$ cat src/rtl/adc128s022_spi_ctrl.sv
// SPI master for the ADC128S022: back-to-back 16-bit frames while enabled,
// presenting each 12-bit result with its channel tag and a one-cycle valid.
module adc128s022_spi_ctrl #(
    parameter int CLK_DIV = 25
) (
    input  logic        clk,
    input  logic        reset_n,
    input  logic        enable,
    input  logic [2:0]  ch_sel,
    input  logic        adc_dout,
    output logic        adc_sclk,
    output logic        adc_cs_n,
    output logic        adc_din,
    output logic [11:0] sample_data,
    output logic [2:0]  sample_ch,
    output logic        sample_valid,
    output logic        busy
);

    typedef enum logic [1:0] {IDLE, START, SHIFT, DONE} state_t;

    localparam int            DW       = (CLK_DIV > 2) ? $clog2(CLK_DIV) : 1;
    localparam logic [DW-1:0] DIV_LAST = DW'(CLK_DIV - 1);

    state_t        state, state_nxt;
    logic [DW-1:0] div_cnt, div_cnt_nxt;
    logic [3:0]    bit_cnt, bit_cnt_nxt;
    logic          phase, phase_nxt;
    logic [2:0]    cur_ch, prev_ch;
    logic [11:0]   shift_reg;
    logic          div_done, sclk_rise;
    logic          cs_n_nxt, sclk_nxt, din_nxt, valid_nxt;

    assign div_done  = (div_cnt == DIV_LAST);
    // phase 0 is the SCLK-low half; its last clk is where SCLK rises.
    assign sclk_rise = (state == SHIFT) && !phase && div_done;

    always_ff @(posedge clk) begin
        if (!reset_n) begin
            state   <= IDLE;
            div_cnt <= '0;
            bit_cnt <= '0;
            phase   <= 1'b0;
        end else begin
            state   <= state_nxt;
            div_cnt <= div_cnt_nxt;
            bit_cnt <= bit_cnt_nxt;
            phase   <= phase_nxt;
        end
    end

    always_comb begin
        state_nxt   = state;
        div_cnt_nxt = div_done ? '0 : div_cnt + 1'b1;
        bit_cnt_nxt = bit_cnt;
        phase_nxt   = phase;
        unique case (state)
            IDLE: begin
                div_cnt_nxt = '0;
                if (enable) state_nxt = START;
            end
            START: begin
                if (div_done) begin
                    state_nxt   = SHIFT;
                    phase_nxt   = 1'b0;
                    bit_cnt_nxt = 4'd0;
                end
            end
            SHIFT: begin
                if (div_done) begin
                    phase_nxt = ~phase;
                    if (phase) begin
                        bit_cnt_nxt = bit_cnt + 4'd1;
                        if (bit_cnt == 4'd15) state_nxt = DONE;
                    end
                end
            end
            DONE: begin
                if (div_done) state_nxt = enable ? START : IDLE;
            end
        endcase
    end

    // Registered outputs are decoded from the next state so they align with it.
    always_comb begin
        cs_n_nxt  = 1'b1;
        sclk_nxt  = 1'b1;
        din_nxt   = 1'b0;
        valid_nxt = (state == SHIFT) && (state_nxt == DONE);
        case (state_nxt)
            START: cs_n_nxt = 1'b0;
            SHIFT: begin
                cs_n_nxt = 1'b0;
                sclk_nxt = phase_nxt;
                case (bit_cnt_nxt)
                    4'd2:    din_nxt = cur_ch[2];
                    4'd3:    din_nxt = cur_ch[1];
                    4'd4:    din_nxt = cur_ch[0];
                    default: din_nxt = 1'b0;
                endcase
            end
            default: ;
        endcase
    end

    always_ff @(posedge clk) begin
        if (!reset_n) begin
            adc_cs_n     <= 1'b1;
            adc_sclk     <= 1'b1;
            adc_din      <= 1'b0;
            sample_data  <= '0;
            sample_ch    <= '0;
            sample_valid <= 1'b0;
            busy         <= 1'b0;
            cur_ch       <= '0;
            prev_ch      <= '0;
            shift_reg    <= '0;
        end else begin
            adc_cs_n     <= cs_n_nxt;
            adc_sclk     <= sclk_nxt;
            adc_din      <= din_nxt;
            sample_valid <= valid_nxt;
            busy         <= (state_nxt != IDLE);
            if (state_nxt == START && state != START) cur_ch <= ch_sel;
            if (sclk_rise && bit_cnt >= 4'd4) shift_reg <= {shift_reg[10:0], adc_dout};
            // The ADC converts the channel addressed one frame earlier.
            if (valid_nxt) begin
                sample_data <= shift_reg;
                sample_ch   <= prev_ch;
                prev_ch     <= cur_ch;
            end
        end
    end

endmodule

$ cat config.mk
export PLATFORM = sky130hd
export DESIGN_NAME = adc128s022_spi_ctrl
export DESIGN_NICKNAME = d
export VERILOG_FILES = /design/src/rtl/adc128s022_spi_ctrl.sv
export SDC_FILE = /design/constraint.sdc
export NUM_CORES = 1
export LEC_CHECK = 0
export CELL_PAD_IN_SITES_DETAIL_PLACEMENT = 1
export CELL_PAD_IN_SITES_GLOBAL_PLACEMENT = 2
export CORE_UTILIZATION = 30
export DETAILED_ROUTE_END_ITERATION = 10
export GPL_TIMING_DRIVEN = 0
export PLACE_DENSITY = 0.85
export SYNTH_ARGS = -nofsm -noshare
export SYNTH_HDL_FRONTEND = slang
export SYNTH_SLANG_ARGS = --single-unit
$ cat constraint.sdc
create_clock -name clk -period 2.5 [get_ports clk]
set_input_delay 0.5 -clock clk [delete_from_list [all_inputs] [get_ports clk]]
set_output_delay 0.5 -clock clk [all_outputs]
set_load 0.01 [all_outputs]
# --- After elaboration in Yosys (flattened, before gate mapping) ---
# Cells that the tools add are included.
totals:
  register_bits: 50
  input_bits: 7
  out_inout_bits: 20
  wordCells: 59
op_classes:
  add_sub_neg: 2
  n_lt_le_gt_ge: 1
  n_eq_ne: 12
  muxes: 17
  n_bitwise: 2
  reduce_logical: 11
op_table:
  columns: ["operator", "n"]
  rows:
  - ["two-way mux 2 bit", 6]
  - ["two-way mux 4 bit", 3]
  - ["equality test 2 bit (second input constant)", 4]
  - ["equality test 4 x 2 -> 1 bit (second input constant)", 2]
  - ["one-hot mux 2 bit (4 select lines)", 1]
  - ["one-hot mux 4 bit (2 select lines)", 1]
  - ["adder 5 x 1 -> 5 bit (second input constant)", 1]
  - ["equality test 5 bit (second input constant)", 1]
  - ["logical AND 1 bit", 5]
  - ["adder 4 x 1 -> 4 bit (second input constant)", 1]
  - ["equality test 2 x 1 -> 1 bit (second input constant)", 2]
  - ["equality test 4 x 3 -> 1 bit (second input constant)", 1]
  - ["equality test 4 bit (second input constant)", 1]
  - ["greater-or-equal comparator 4 x 3 -> 1 bit (second input constant)", 1]
  - ["two-way mux 1 bit", 4]
  - ["one-hot mux 1 bit (3 select lines)", 1]
  - ["OR reduction 3 bit", 1]
  - ["logical NOT 2 bit", 1]
  - ["!= test 2 x 1 -> 1 bit (second input constant)", 1]
  - ["NOT 1 bit", 2]
  - ["one-hot mux 1 bit (2 select lines)", 1]
  - ["AND reduction 2 bit", 1]
  - ["nonzero test 2 bit", 1]
  - ["OR reduction 2 bit", 1]
  - ["logical NOT 1 bit", 1]

# --- Longest topological paths before layout ---
logic_depth:
  ltp_word: 8
  depth_mapped: 14
  depth_no_buf: 12

# --- Worst setup path after synthesis ---
# OpenSTA, ideal clock, no wires.
synth_timing:
  path_kind: "reg-to-reg"
  start: "register div_cnt[0]"
  end: "register prev_ch[2]"
  setup_ns: 0.071
  t_arrival_ns: 2.508
  required_ns: 2.429
  slack_ns: -0.078
  stages_incl_launch_ff: 14
  path_buffers: 1
  synth_period_minus_slack_ns: 2.578
  cell_sequence: "dfxtp_1 > inv_1 > ha_1 > and4b_4 > inv_4 > mux2_1 > a221oi_1 > o21a_2 > inv_1 > ha_1 > nand2_1 > clkbuf_1 > nand2_1 > a21oi_1"
synth_between:
  elab_chain_len: 5
  word_cells_on_any_way: 7
  classes_between: "2 x eq/ne; 4 x mux; 1 x reduce/logical"
synth_lines:
  columns: ["element", "line", "text"]
  rows:
  - ["from (decl)", "26", "logic [DW-1:0] div_cnt, div_cnt_nxt;"]
  - ["from (signal assigned)", "46", "div_cnt <= div_cnt_nxt;"]
  - ["equality test 5 bit *", "34", "assign div_done = (div_cnt == DIV_LAST);"]
  - ["two-way mux 2 bit (on tied branches)", "79, 63, 70", null]
  - ["one-hot mux 2 bit (4 select lines) *", "57", "unique case (state)"]
  - ["named net state_nxt[0]", "25", "state_t state, state_nxt;"]
  - ["equality test 2 bit *", "89", "valid_nxt = (state == SHIFT) && (state_nxt == DONE);"]
  - ["logical AND 1 bit *", "89", null]
  - ["to (signal assigned)", "130", "prev_ch <= cur_ch;"]
  - ["to (decl)", "29", "logic [2:0] cur_ch, prev_ch;"]
# The timed path passes the listed nets; every way through them passes the cells marked *.
# A chain may end at the register's enable or synchronous reset.

# --- Worst setup path in the final report ---
layout_timing:
  start: "register div_cnt[1]"
  end: "register sample_data[6]"
layout_between:
  elab_chain_len: 5
  word_cells_on_any_way: 7
  classes_between: "2 x eq/ne; 4 x mux; 1 x reduce/logical"
layout_lines:
  columns: ["element", "line", "text"]
  rows:
  - ["equality test 5 bit *", "34", null]
  - ["two-way mux 2 bit (on tied branches)", "79, 63, 70", null]
  - ["one-hot mux 2 bit (4 select lines) *", "57", null]
  - ["named net state_nxt[0]", "25", null]
  - ["equality test 2 bit *", "89", null]
  - ["logical AND 1 bit *", "89", null]
  - ["to (signal assigned)", "128", "sample_data <= shift_reg;"]
  - ["to (decl)", "14", "output logic [11:0] sample_data,"]
# Marks and branches as above.

==> key figures <==
Timing
  • Max-slew violations: 0
  • Final worst path period share: 0.988
  • Fmax: around 0.40 GHz
  • Final Setup Violations: 0
  • Final Skew: 0.00749 ns
  • Unrepaired setup endpoints after global routing: true
  • Final number of hold-violating endpoints: 0
  • Slew at the pin closest to its max-slew limit: 0.647 ns
  • Relative slew slack: 0.569
  • Final Critical Period: 2.47 ns

Placed design
  • Cells after DPL: 363
  • Port Buffer Count: 26
  • GPL Wtd Cong: slightly above 0.8
  • Final HPWL DP: 3590 µm

Setup path
  • Critical path peak fanout: 7
  • Worst Setup Path Type: reg -> reg
  • CP Data Required Time: between 2 and 3 ns
  • Crit path cell chain: inv_2, ha_4, and4b_4, clkinv_4, mux2_4, a221oi_2, o21a_2, inv_2, ha_4, and2_4, clkbuf_16, nand2_2, a21oi_2
  • Critical Path Start: div_cnt[1]
  • Crit-path slowest cell: dfxtp_2
  • Largest stage delay on the critical path: 0.33 ns
  • Top delay family on crit path: simple AND/OR/NAND/NOR gates
  • WP buf/inv: 4
  • WP data arrival: approximately 2.7 ns
  • Crit end category: flip-flop
  • Reg2reg start: div_cnt[1]
  • CP Launch Type: flip-flop

Synthesis
  • Main synth FF type: dfxtp_1
  • Synth Instances: 241
  • Asr flop ratio synth: 0
  • Yosys reg bits: 50
  • Post-synth EDFFs: 0
  • Syn Area/Cell: 8.97 µm²
  • Post-synthesis sequential area ratio: 0.463
  • Syn Nets: 260
  • Post-synth top cells: 50 x dfxtp_1, 46 x nand2_1, 32 x nor2_1
  • Yosys warns: 0
  • Area leader, netlist: dfxtp_1
  • Number of library cell types mapped by synthesis: 41
  • Cell with the most instances after synthesis: dfxtp_1
  • Synth area leaders: dfxtp_1 46%, nand2_1 8.0%, ha_1 6.9%
  • Synthesized cell area: 0.00216 mm²
  • Post-synth top area share: 0.463

Drt
  • Routed length per placed instance: 14.1 µm
  • Vias per inst: 4.69
  • Drt total wl: 5400 µm
  • DRT antenna net count: 0
  • DR DRC count: 0
  • DR iter-0 viols: 32
  • Via count: 1800
  • Drt pass-1 iters: 2

Die
  • Core area: roughly 0.007 mm²
  • Die area: 0.00755 mm²
  • IO Count: 27
  • DIE HEIGHT: 86.9 µm
  • Initial Util: 0.315
  • Std-Cell Rows: 30
  • Die Wd: 86.9 µm

Layout
  • Fillers: around 790
  • Diodes inserted: 0
  • Finished Layout Cells: 384
  • Final core utilization: 0.433
  • Share of layout cells above drive strength 1: 0.253
  • Area of the multi-input gates: between 0.001 and 0.0015 mm²
  • Register area: 0.00100 mm²
  • Nets@finish: 306
  • Syn-to-layout area delta: 37.6%

Min path
  • Hold_sp: sample_data[3]
  • Hold Path Class: reg -> reg

Power
  • Pleak: about 1.2 nW
  • PD cells: 506 mW/mm²
  • Overall Power: 1.50 mW
  • Peak supply drop: 0.191 mV

Job
  • Max-Cap Viols: 0

Global routing
  • Largest net degree at the start of global routing: 17
  • Initial antenna violation count: 0
  • Vias in the first global route: about 1700
  • GRT overflow: 0
  • First-pass GRT wire length: about 8400 µm
  • Global Route Usage Sum: 0.143

Clock network
  • Root Driver: clkbuf_8
  • Deepest clock path buffer count: 2
  • TritonCTS Buffers: 5
  • Clk_lat worst skew: 0.31 ns
  • Clock sink count: 50
  • CTS tree: built
  • CTS H-Tree Depth: 2
  • Worst-path clk slew: 0.10 ns

Run status
  • Status: completed
metal layers:
layer	GRT usage	part of all wire	up-vias
met2	0.236	0.48	20
li1	-	-	901
met4	0.0409	0.012	0
met3	0.0303	0.023	6
met5	0	0	-
met1	0.188	0.49	873
worst paths after layout:
check	end	slack [ns]	cells past startpoint
worst max-delay path	sample_data[6]	0.03	13
worst max register to register	sample_data[6]	0.03	13
worst min-delay path	sample_data[3]	0.46	2
worst min register to register	sample_data[3]	0.46	2
final cells by class:
cell class	count	share of cell area
Tap cell	96	0.0404
Clock buffer	5	0.0231
Inverter	10	0.0143
Timing Repair Buffer	40	0.130
Clock inverter	3	0.0147
Sequential cell	50	0.338
Multi-Input combinational cell	171	0.414
Buffer	9	0.0257
cells in the final DEF (no fill, tap or decap), types with 3 or more instances in the layout:
cell type        instances
buf_8                    3
inv_2                    3
nand2_1                 31
buf_4                   12
ha_1                    10
nand2b_1                 3
nand2_2                  6
mux2i_1                 15
clkbuf_8                 5
nor2_1                  32
dfxtp_1                 48
nand3_1                  5
clkdlybuf4s50_1         26
o21ai_0                  3
clkbuf_1                 4
a21oi_1                 14
nand2_4                  9
a21oi_2                 10
inv_1                    5
metrics by stage:
| step | area (µm²) | setup TNS, ns | worst slack, ns | hold WS (ns) |
|---|---|---|---|---|
| 2_1_floorplan | 2170 | 0 | 0.00311 | 0.407 |
| 3_3_place_gp | 2550 | -5.21 | -0.413 | 0.416 |
| 3_5_place_dp | 2550 | -6.00 | -0.442 | 0.422 |
| 4_1_cts | 2710 | 0 | 0.00283 | 0.460 |
| 5_1_grt | 2970 | -0.989 | -0.0975 | 0.483 |
| 6_report | 2970 | 0 | 0.0293 | 0.461 |
timing repair:
item	CTS	global route
cloned	0	1
endpoints found under the setup margin	22	18
resized for setup	12	46
hold buffers	0	0
buffers inserted	2	11
pin swaps	1	16
logic make-up (layout without fill, tap and decap cells):
kind of cell / count (synthesis) / after routing / share of synthesized area
compound gates: 39 / 39 / 0.119
xor+xnor: 3 / 3 / 0.0122
fa+ha+maj: 12 / 12 / 0.0695
buf+inv: 20 / 67 / 0.0440
flops: 50 / 50 / 0.463
mux: 16 / 16 / 0.0747
simple gates: 101 / 101 / 0.218
where the power goes:
| group | internal [mW] | switching, mW |
|---|---|---|
| clock | 0.300 | 0.284 |
| sequential | 0.807 | 0.0128 |
| combinational | 0.0457 | 0.0544 |
tightest hold or removal path, delay by kind of cell (launching register included):
| family | cells | cell delay, ns |
|---|---|---|
| AO/OA/AOI/OAI | 1 | 0.05 |
| flip-flops | 1 | 0.32 |
| AND/OR/NAND/NOR | 1 | 0.05 |
No activity file was read; power rests on OpenSTA's default activity.
